$ cat src/rtl/regwb_pkg.sv
// Shared constants and types for the register-bank writeback arbiter.
// The requester IDs are the encoding of the round-robin "last granted" pointer.
package regwb_pkg;

    localparam int DATA_WIDTH = 32;
    localparam int ADDR_WIDTH = 5;
    localparam int NREGS      = 2 ** ADDR_WIDTH;

    localparam logic REQ_A = 1'b0;
    localparam logic REQ_B = 1'b1;

    typedef struct packed {
        logic [ADDR_WIDTH-1:0] rd;
        logic [DATA_WIDTH-1:0] data;
    } wb_entry;

endpackage

$ cat src/rtl/wb_fifo.sv
// DEPTH-entry synchronous FIFO with no push/pop bypass. Every slot and its
// occupancy bit are visible so the owner can scan queued destinations.
module wb_fifo #(
    parameter int WIDTH = 37,
    parameter int DEPTH = 2
) (
    input  logic                          clk,
    input  logic                          reset,
    input  logic                          push,
    input  logic                          pop,
    input  logic [WIDTH-1:0]              din,
    output logic                          full,
    output logic                          empty,
    output logic [$clog2(DEPTH):0]        count,
    output logic [WIDTH-1:0]              head,
    output logic [DEPTH-1:0][WIDTH-1:0]   entries,
    output logic [DEPTH-1:0]              valid
);

    localparam int PW = $clog2(DEPTH);

    logic [PW-1:0] wr_ptr;
    logic [PW-1:0] rd_ptr;
    logic [PW-1:0] offset;
    logic          do_push;
    logic          do_pop;

    assign full    = (count == (PW + 1)'(DEPTH));
    assign empty   = (count == '0);
    assign do_push = push && !full;
    assign do_pop  = pop && !empty;
    assign head    = entries[rd_ptr];

    // NOTE: sequential state uses non-blocking assignments so every flop
    // samples the pre-edge values regardless of statement order.
    always_ff @(posedge clk) begin
        if (reset) begin
            wr_ptr <= '0;
            rd_ptr <= '0;
            count  <= '0;
        end else begin
            if (do_push) wr_ptr <= wr_ptr + PW'(1);
            if (do_pop)  rd_ptr <= rd_ptr + PW'(1);
            count <= count + (PW + 1)'(do_push) - (PW + 1)'(do_pop);
        end
    end

    // NOTE: storage is deliberately not reset; occupancy is tracked by
    // count, so stale slot contents are never observed as valid.
    always_ff @(posedge clk) begin
        if (do_push) entries[wr_ptr] <= din;
    end

    // A slot is occupied when its distance from the read pointer is below count.
    always_comb begin
        offset = '0;
        valid  = '0;
        for (int i = 0; i < DEPTH; i++) begin
            offset   = PW'(i) - rd_ptr;
            valid[i] = ({1'b0, offset} < count);
        end
    end

endmodule

$ cat src/rtl/regfile_wb_arbiter.sv
// Shares the register bank's single write port between the ALU (A) and load (B)
// writeback paths with round-robin arbitration and a pending-write scoreboard.
module regfile_wb_arbiter #(
    parameter int DATA_WIDTH = regwb_pkg::DATA_WIDTH,
    parameter int ADDR_WIDTH = regwb_pkg::ADDR_WIDTH,
    parameter int DEPTH      = 2
) (
    input  logic                       clk,
    input  logic                       reset,
    input  logic                       a_valid,
    output logic                       a_ready,
    input  logic [ADDR_WIDTH-1:0]      a_reg,
    input  logic [DATA_WIDTH-1:0]      a_data,
    input  logic                       b_valid,
    output logic                       b_ready,
    input  logic [ADDR_WIDTH-1:0]      b_reg,
    input  logic [DATA_WIDTH-1:0]      b_data,
    output logic                       wb_en,
    output logic [ADDR_WIDTH-1:0]      wb_reg,
    output logic [DATA_WIDTH-1:0]      wb_data,
    input  logic [ADDR_WIDTH-1:0]      qry_rs,
    input  logic [ADDR_WIDTH-1:0]      qry_rt,
    output logic                       hazard,
    output logic [2**ADDR_WIDTH-1:0]   pending,
    output logic                       idle
);

    localparam int EW = ADDR_WIDTH + DATA_WIDTH;
    localparam int CW = $clog2(DEPTH) + 1;

    import regwb_pkg::*;

    logic                      a_full, a_empty, b_full, b_empty;
    logic [CW-1:0]             a_count, b_count;
    logic [EW-1:0]             a_head, b_head;
    logic [DEPTH-1:0][EW-1:0]  a_entries, b_entries;
    logic [DEPTH-1:0]          a_slot_valid, b_slot_valid;
    logic                      grant_a, grant_b;
    logic                      last_grant;

    wb_fifo #(.WIDTH(EW), .DEPTH(DEPTH)) u_fifo_a (
        .clk     (clk),
        .reset   (reset),
        .push    (a_valid && !reset),
        .pop     (grant_a),
        .din     ({a_reg, a_data}),
        .full    (a_full),
        .empty   (a_empty),
        .count   (a_count),
        .head    (a_head),
        .entries (a_entries),
        .valid   (a_slot_valid)
    );

    wb_fifo #(.WIDTH(EW), .DEPTH(DEPTH)) u_fifo_b (
        .clk     (clk),
        .reset   (reset),
        .push    (b_valid && !reset),
        .pop     (grant_b),
        .din     ({b_reg, b_data}),
        .full    (b_full),
        .empty   (b_empty),
        .count   (b_count),
        .head    (b_head),
        .entries (b_entries),
        .valid   (b_slot_valid)
    );

    assign a_ready = !a_full;
    assign b_ready = !b_full;

    // On contention the requester not granted last wins.
    assign grant_a = !a_empty && (b_empty || last_grant == REQ_B);
    assign grant_b = !b_empty && !grant_a;

    always_ff @(posedge clk) begin
        if (reset) begin
            wb_en      <= 1'b0;
            wb_reg     <= '0;
            wb_data    <= '0;
            last_grant <= REQ_B;
        end else if (grant_a) begin
            wb_en      <= (a_head[EW-1 -: ADDR_WIDTH] != '0);
            wb_reg     <= a_head[EW-1 -: ADDR_WIDTH];
            wb_data    <= a_head[DATA_WIDTH-1:0];
            last_grant <= REQ_A;
        end else if (grant_b) begin
            wb_en      <= (b_head[EW-1 -: ADDR_WIDTH] != '0);
            wb_reg     <= b_head[EW-1 -: ADDR_WIDTH];
            wb_data    <= b_head[DATA_WIDTH-1:0];
            last_grant <= REQ_B;
        end else begin
            wb_en      <= 1'b0;
        end
    end

    // NOTE: every combinational output gets a default first so no path
    // through the block leaves it unassigned and infers a latch.
    always_comb begin
        pending = '0;
        for (int i = 0; i < DEPTH; i++) begin
            if (a_slot_valid[i]) pending[a_entries[i][EW-1 -: ADDR_WIDTH]] = 1'b1;
            if (b_slot_valid[i]) pending[b_entries[i][EW-1 -: ADDR_WIDTH]] = 1'b1;
        end
        if (wb_en) pending[wb_reg] = 1'b1;
        pending[0] = 1'b0;
    end

    assign hazard = (qry_rs != '0 && pending[qry_rs]) || (qry_rt != '0 && pending[qry_rt]);
    assign idle   = (a_count == '0) && (b_count == '0) && !wb_en;

endmodule

$ cat config.mk
export PLATFORM = sky130hd
export DESIGN_NAME = regfile_wb_arbiter
export DESIGN_NICKNAME = d
export VERILOG_FILES = /design/src/rtl/regwb_pkg.sv /design/src/rtl/wb_fifo.sv /design/src/rtl/regfile_wb_arbiter.sv
export SDC_FILE = /design/constraint.sdc
export NUM_CORES = 1
export LEC_CHECK = 0
export ABC_AREA = 1
export CAP_MARGIN = 20
export CORE_MARGIN = 2
export CORE_UTILIZATION = 24
export CTS_CLUSTER_DIAMETER = 50
export DETAILED_ROUTE_END_ITERATION = 6
export GPL_TIMING_DRIVEN = 0
export SETUP_SLACK_MARGIN = 0.1
export SLEW_MARGIN = 40
export SYNTH_ARGS = -nofsm -noshare
export SYNTH_HDL_FRONTEND = slang
export SYNTH_HIERARCHICAL = 1
export SYNTH_SLANG_ARGS = --single-unit
$ cat constraint.sdc
create_clock -name clk -period 2.8 [get_ports clk]
set_input_delay 0.56 -clock clk [delete_from_list [all_inputs] [get_ports clk]]
set_output_delay 0.56 -clock clk [all_outputs]
set_load 0.02 [all_outputs]
==> impl_results.html <==
<table>
<tr><th>Metric</th><th>Value</th></tr>
<tr><th colspan="2">Status</th></tr>
<tr><td>Run status</td><td>finished with violations</td></tr>
<tr><td>Failing checks</td><td>setup timing</td></tr>
<tr><th colspan="2">Yosys</th></tr>
<tr><td>FF+latch count, synth</td><td>195</td></tr>
<tr><td>Net count after synthesis</td><td>1,406</td></tr>
<tr><td>Synthesized area per cell</td><td>7.71 um^2</td></tr>
<tr><td>Synthesized cell area</td><td>10,100 um^2</td></tr>
<tr><td>Seq/Total Area, Yosys</td><td>53.2%</td></tr>
<tr><td>Number of cells produced by synthesis</td><td>1,314</td></tr>
<tr><td>Cell variety after synth</td><td>30</td></tr>
<tr><td>Warning count from the yosys run</td><td>6</td></tr>
<tr><th colspan="2">Worst setup path</th></tr>
<tr><td>Nature of the critical path endpoint</td><td>output pin</td></tr>
<tr><td>Maximum single-stage delay on the critical path</td><td>approximately 0.32 ns</td></tr>
<tr><td>CP required</td><td>2.24 ns</td></tr>
<tr><td>Worst Path Arrival</td><td>2.56 ns</td></tr>
<tr><td>Largest fanout on the critical path</td><td>5</td></tr>
<tr><td>Crit path buffers/inverters</td><td>5</td></tr>
<tr><td>Category of the critical setup timing path</td><td>register to output pin</td></tr>
<tr><td>Cell breakdown of the critical path</td><td>buf_6 &gt; inv_2 &gt; buf_8 &gt; o21ai_4 &gt; buf_12 &gt; nand3_4 &gt; nor2_1 &gt; nor2_1 &gt; nand3_1 &gt; nand2_1 &gt; nand2_1 &gt; nand2_1 &gt; nand2_1 &gt; nor2_1 &gt; nor2_1 &gt; nor2_1 &gt; nand2_1 &gt; buf_6</td></tr>
<tr><td>Worst-path cell with the longest stage delay</td><td>sky130_fd_sc_hd__dfxtp_2</td></tr>
<tr><td>Crit path launch type</td><td>register</td></tr>
<tr><td>Top Family by Delay on Critical Path</td><td>simple AND/OR/NAND/NOR gates</td></tr>
<tr><th colspan="2">Floorplan</th></tr>
<tr><td>Site row count</td><td>75</td></tr>
<tr><td>Core Box Area</td><td>41,800 um^2</td></tr>
<tr><td>Initial Utilization</td><td>24.2%</td></tr>
<tr><td>Die height</td><td>209 um</td></tr>
<tr><td>Width of the die</td><td>209 um</td></tr>
<tr><td>Top-level I/O count</td><td>162</td></tr>
<tr><td>Total Die Area</td><td>43,900 um^2</td></tr>
<tr><th colspan="2">Timing</th></tr>
<tr><td>Worst-margin pin slew</td><td>0.682 ns</td></tr>
<tr><td>Clock skew</td><td>0.0163 ns</td></tr>
<tr><td>Time the worst path needs with I/O delays and setup</td><td>3.12 ns</td></tr>
<tr><td>Fin crit share</td><td>111%</td></tr>
<tr><td>Setup violators final</td><td>2</td></tr>
<tr><td>RSZ-0062 raised after global routing</td><td>true</td></tr>
<tr><td>Total count of max-transition violations in the final report</td><td>0</td></tr>
<tr><td>Setup WS post-layout</td><td>-0.317 ns</td></tr>
<tr><td>Relative max-transition margin</td><td>54.5%</td></tr>
<tr><td>Highest clock rate</td><td>321 MHz</td></tr>
<tr><td>Final Hold Fails</td><td>0</td></tr>
<tr><th colspan="2">CTS</th></tr>
<tr><td>H-tree levels</td><td>4</td></tr>
<tr><td>Clock tree from TritonCTS</td><td>done</td></tr>
<tr><td>Clk slew on worst S/H paths</td><td>0.07 ns</td></tr>
<tr><td>Count of hold buffers inserted by post-cts repair</td><td>0</td></tr>
<tr><td>Clock latency of the later-clocked register in the worst-skew pair</td><td>0.45 ns</td></tr>
<tr><td>Num CTS Buffers</td><td>17</td></tr>
<tr><td>Maximum clock insertion buffer count</td><td>2</td></tr>
<tr><td>Sinks on Clock Net</td><td>195</td></tr>
<tr><td>Clk Tree Root Cell</td><td>sky130_fd_sc_hd__clkbuf_16</td></tr>
<tr><th colspan="2">Routing</th></tr>
<tr><td>Residual DRC</td><td>0</td></tr>
<tr><td>Vias</td><td>9,518</td></tr>
<tr><td>Detail-routed net length per standard cell</td><td>16.8 um</td></tr>
<tr><td>Violation count after the first detailed-routing iteration</td><td>roughly 670</td></tr>
<tr><td>Detailed-router iteration count before antenna repair</td><td>5</td></tr>
<tr><td>Total wire length after detailed routing</td><td>34,900 um</td></tr>
<tr><td>Detail-routed via count per cell</td><td>approximately 4.6</td></tr>
<tr><td>Remaining antenna violation count after routing</td><td>0</td></tr>
<tr><th colspan="2">Power</th></tr>
<tr><td>Peak supply drop</td><td>0.455 mV</td></tr>
<tr><td>Leakage power</td><td>6.01 nW</td></tr>
<tr><td>Power density over cell area</td><td>814 nW/um^2</td></tr>
<tr><th colspan="2">Global routing</th></tr>
<tr><td>GR Util met3</td><td>3.83%</td></tr>
<tr><td>Via count of the first global-routing pass</td><td>9,013</td></tr>
<tr><td>Aggregate global routing overflow</td><td>0</td></tr>
<tr><td>Busiest metal layer after global routing</td><td>met2</td></tr>
<tr><td>Met2 Use GR</td><td>26.4%</td></tr>
<tr><td>Pin count of the biggest net entering global routing</td><td>38</td></tr>
<tr><td>Antenna violations before repair</td><td>4</td></tr>
<tr><td>Met1 track demand over resource</td><td>20.1%</td></tr>
<tr><td>First-pass GRT wire length</td><td>52,000 um</td></tr>
<tr><td>Gr usage total</td><td>about 16%</td></tr>
<tr><th colspan="2">Finish</th></tr>
<tr><td>Number of nets in the final layout</td><td>1,614</td></tr>
<tr><td>Filler instances</td><td>4,344</td></tr>
<tr><td>Area delta synth-&gt;final</td><td>36.9%</td></tr>
<tr><td>Fraction of final layout cells sized beyond drive strength 1</td><td>15.6%</td></tr>
<tr><td>Utilization after layout</td><td>33.2%</td></tr>
<tr><td>Biggest registers after layout</td><td>u_fifo_a/entries: 74 flops, u_fifo_b/entries: 74 flops, wb_data: 32 flops</td></tr>
<tr><th colspan="2">Flow run</th></tr>
<tr><td>Count of maximum capacitance violations</td><td>0</td></tr>
<tr><th colspan="2">Placed design</th></tr>
<tr><td>Placed wire-length estimate after detailed placement</td><td>approximately 27,000 um</td></tr>
<tr><td>RePlAce Congestion</td><td>0.927</td></tr>
<tr><td>Setup Slack @ Placement</td><td>-0.995 ns</td></tr>
<tr><td>Count of input and output buffers</td><td>158</td></tr>
<tr><th colspan="2">Worst hold path</th></tr>
<tr><td>Classification of the worst-slack hold path</td><td>register to register</td></tr>
</table>
## stage by stage
| step | TNS [ns] | std cells | instance area (um^2) | hold slack (ns) | power [W] |
|---|---|---|---|---|---|
| after global routing | -0.789 | 2074 | 13900 | 0.525 | 0.0120 |
| after global placement | -121.99 | 2011 | 12400 | 0.463 | 0.00822 |
| after floorplan | 0 | 1314 | 10100 | 0.449 | 0.00649 |
| final | -0.513 | 2075 | 13900 | 0.491 | 0.0113 |
| after detailed placement | -11.23 | 2015 | 12500 | 0.486 | 0.00833 |
| after CTS | -0.323 | 2058 | 13500 | 0.495 | 0.0111 |
## worst reg2reg max path, stage by stage, from the launching register on
cell	delay [ns]
sky130_fd_sc_hd__dfxtp_1	0.35
sky130_fd_sc_hd__nor2_1	0.27
sky130_fd_sc_hd__nor2_1	0.07
sky130_fd_sc_hd__nor2_1	0.25
sky130_fd_sc_hd__buf_2	0.33
sky130_fd_sc_hd__nor2_1	0.11
sky130_fd_sc_hd__inv_1	0.07
sky130_fd_sc_hd__nor2_1	0.06
sky130_fd_sc_hd__ha_1	0.29
sky130_fd_sc_hd__inv_1	0.04
sky130_fd_sc_hd__ha_1	0.18
sky130_fd_sc_hd__inv_1	0.05
sky130_fd_sc_hd__nand2_1	0.06
sky130_fd_sc_hd__a21oi_1	0.16
sky130_fd_sc_hd__nor2_1	0.07
## cells in the final DEF (no fill, tap or decap), types with 12 or more instances in the layout
master / instances
sky130_fd_sc_hd__buf_2: 24
sky130_fd_sc_hd__buf_4: 28
sky130_fd_sc_hd__buf_6: 23
sky130_fd_sc_hd__clkbuf_1: 13
sky130_fd_sc_hd__clkbuf_16: 17
sky130_fd_sc_hd__clkdlybuf4s50_1: 126
sky130_fd_sc_hd__dfxtp_1: 42
sky130_fd_sc_hd__edfxtp_1: 148
sky130_fd_sc_hd__inv_1: 117
sky130_fd_sc_hd__inv_2: 12
sky130_fd_sc_hd__nand2_1: 464
sky130_fd_sc_hd__nand2_2: 12
sky130_fd_sc_hd__nand3_1: 124
sky130_fd_sc_hd__nor2_1: 183
sky130_fd_sc_hd__nor2_2: 27
sky130_fd_sc_hd__nor2_4: 14
sky130_fd_sc_hd__o211ai_1: 36
## power breakdown
part | switching [W] | internal, W
registers | 0.000291 | 0.00353
clock network | 0.00126 | 0.00123
logic | 0.00315 | 0.00183
total | 0.00470 | 0.00659
## Yosys cell counts (all sizes together)
cell type | number | area share [%]
nor2 | 224 | 8.4
inv | 136 | 5.0
edfxtp | 148 | 44
nor3b | 1 | 0.074
nor3 | 4 | 0.20
or4 | 1 | 0.074
o211ai | 36 | 2.7
buf | 28 | 1.9
o21ai | 11 | 0.54
clkbuf | 15 | 0.56
clkinv | 1 | 0.037
dfxtp | 47 | 9.3
nand3 | 146 | 7.3
or2 | 4 | 0.25
a31oi | 2 | 0.12
o41ai | 1 | 0.087
nand2 | 480 | 18
conb | 1 | 0.037
ha | 4 | 0.49
nand4 | 9 | 0.56
a21oi | 15 | 0.78
## routing by layer
metal	vias to the layer above	part of all wire, %
met5	-	0.15
met4	8	2.4
met3	50	5.9
met2	277	48
met1	4530	43
li1	4653	-
## final timing paths
kind / from / endpoint / slack [ns] / cells past startpoint
setup / recovery: u_fifo_b/rd_ptr / hazard / -0.32 / 18
hold / removal: last_grant / last_grant / 0.49 / 1
setup reg to reg: u_fifo_b/count[1] / u_fifo_b/count[1] / 0.33 / 14
hold reg to reg: last_grant / last_grant / 0.49 / 1
## logic make-up after synthesis
group | count (synthesis) | share of synthesized area, %
other | 1 | 0.0370
DFF | 195 | 53.2
and+or+nand+nor | 869 | 34.6
AOI/OAI and AO/OA | 65 | 4.20
buffers and inverters | 180 | 7.52
adders and majority gates | 4 | 0.494
## area by class of cell
| type | count | area, um^2 | share of cell area, % |
|---|---|---|---|
| Inverter | 137 | 532 | 3.84 |
| Sequential cell | 195 | 5390 | 38.9 |
| Clock buffer | 17 | 425 | 3.07 |
| Antenna cell | 1 | 2.50 | 0.0181 |
| Tap cell | 539 | 674 | 4.87 |
| Clock inverter | 15 | 199 | 1.44 |
| Timing Repair Buffer | 190 | 1870 | 13.5 |
| Buffer | 42 | 283 | 2.04 |
| Multi-Input combinational cell | 939 | 4490 | 32.4 |
## repair_timing
item	4_1_cts	5_1_grt
buffers inserted	11	17
gates resized for setup	206	113
setup endpoints to repair	33	35
pin swaps	18	31
No activity file was read; power rests on OpenSTA's default activity.
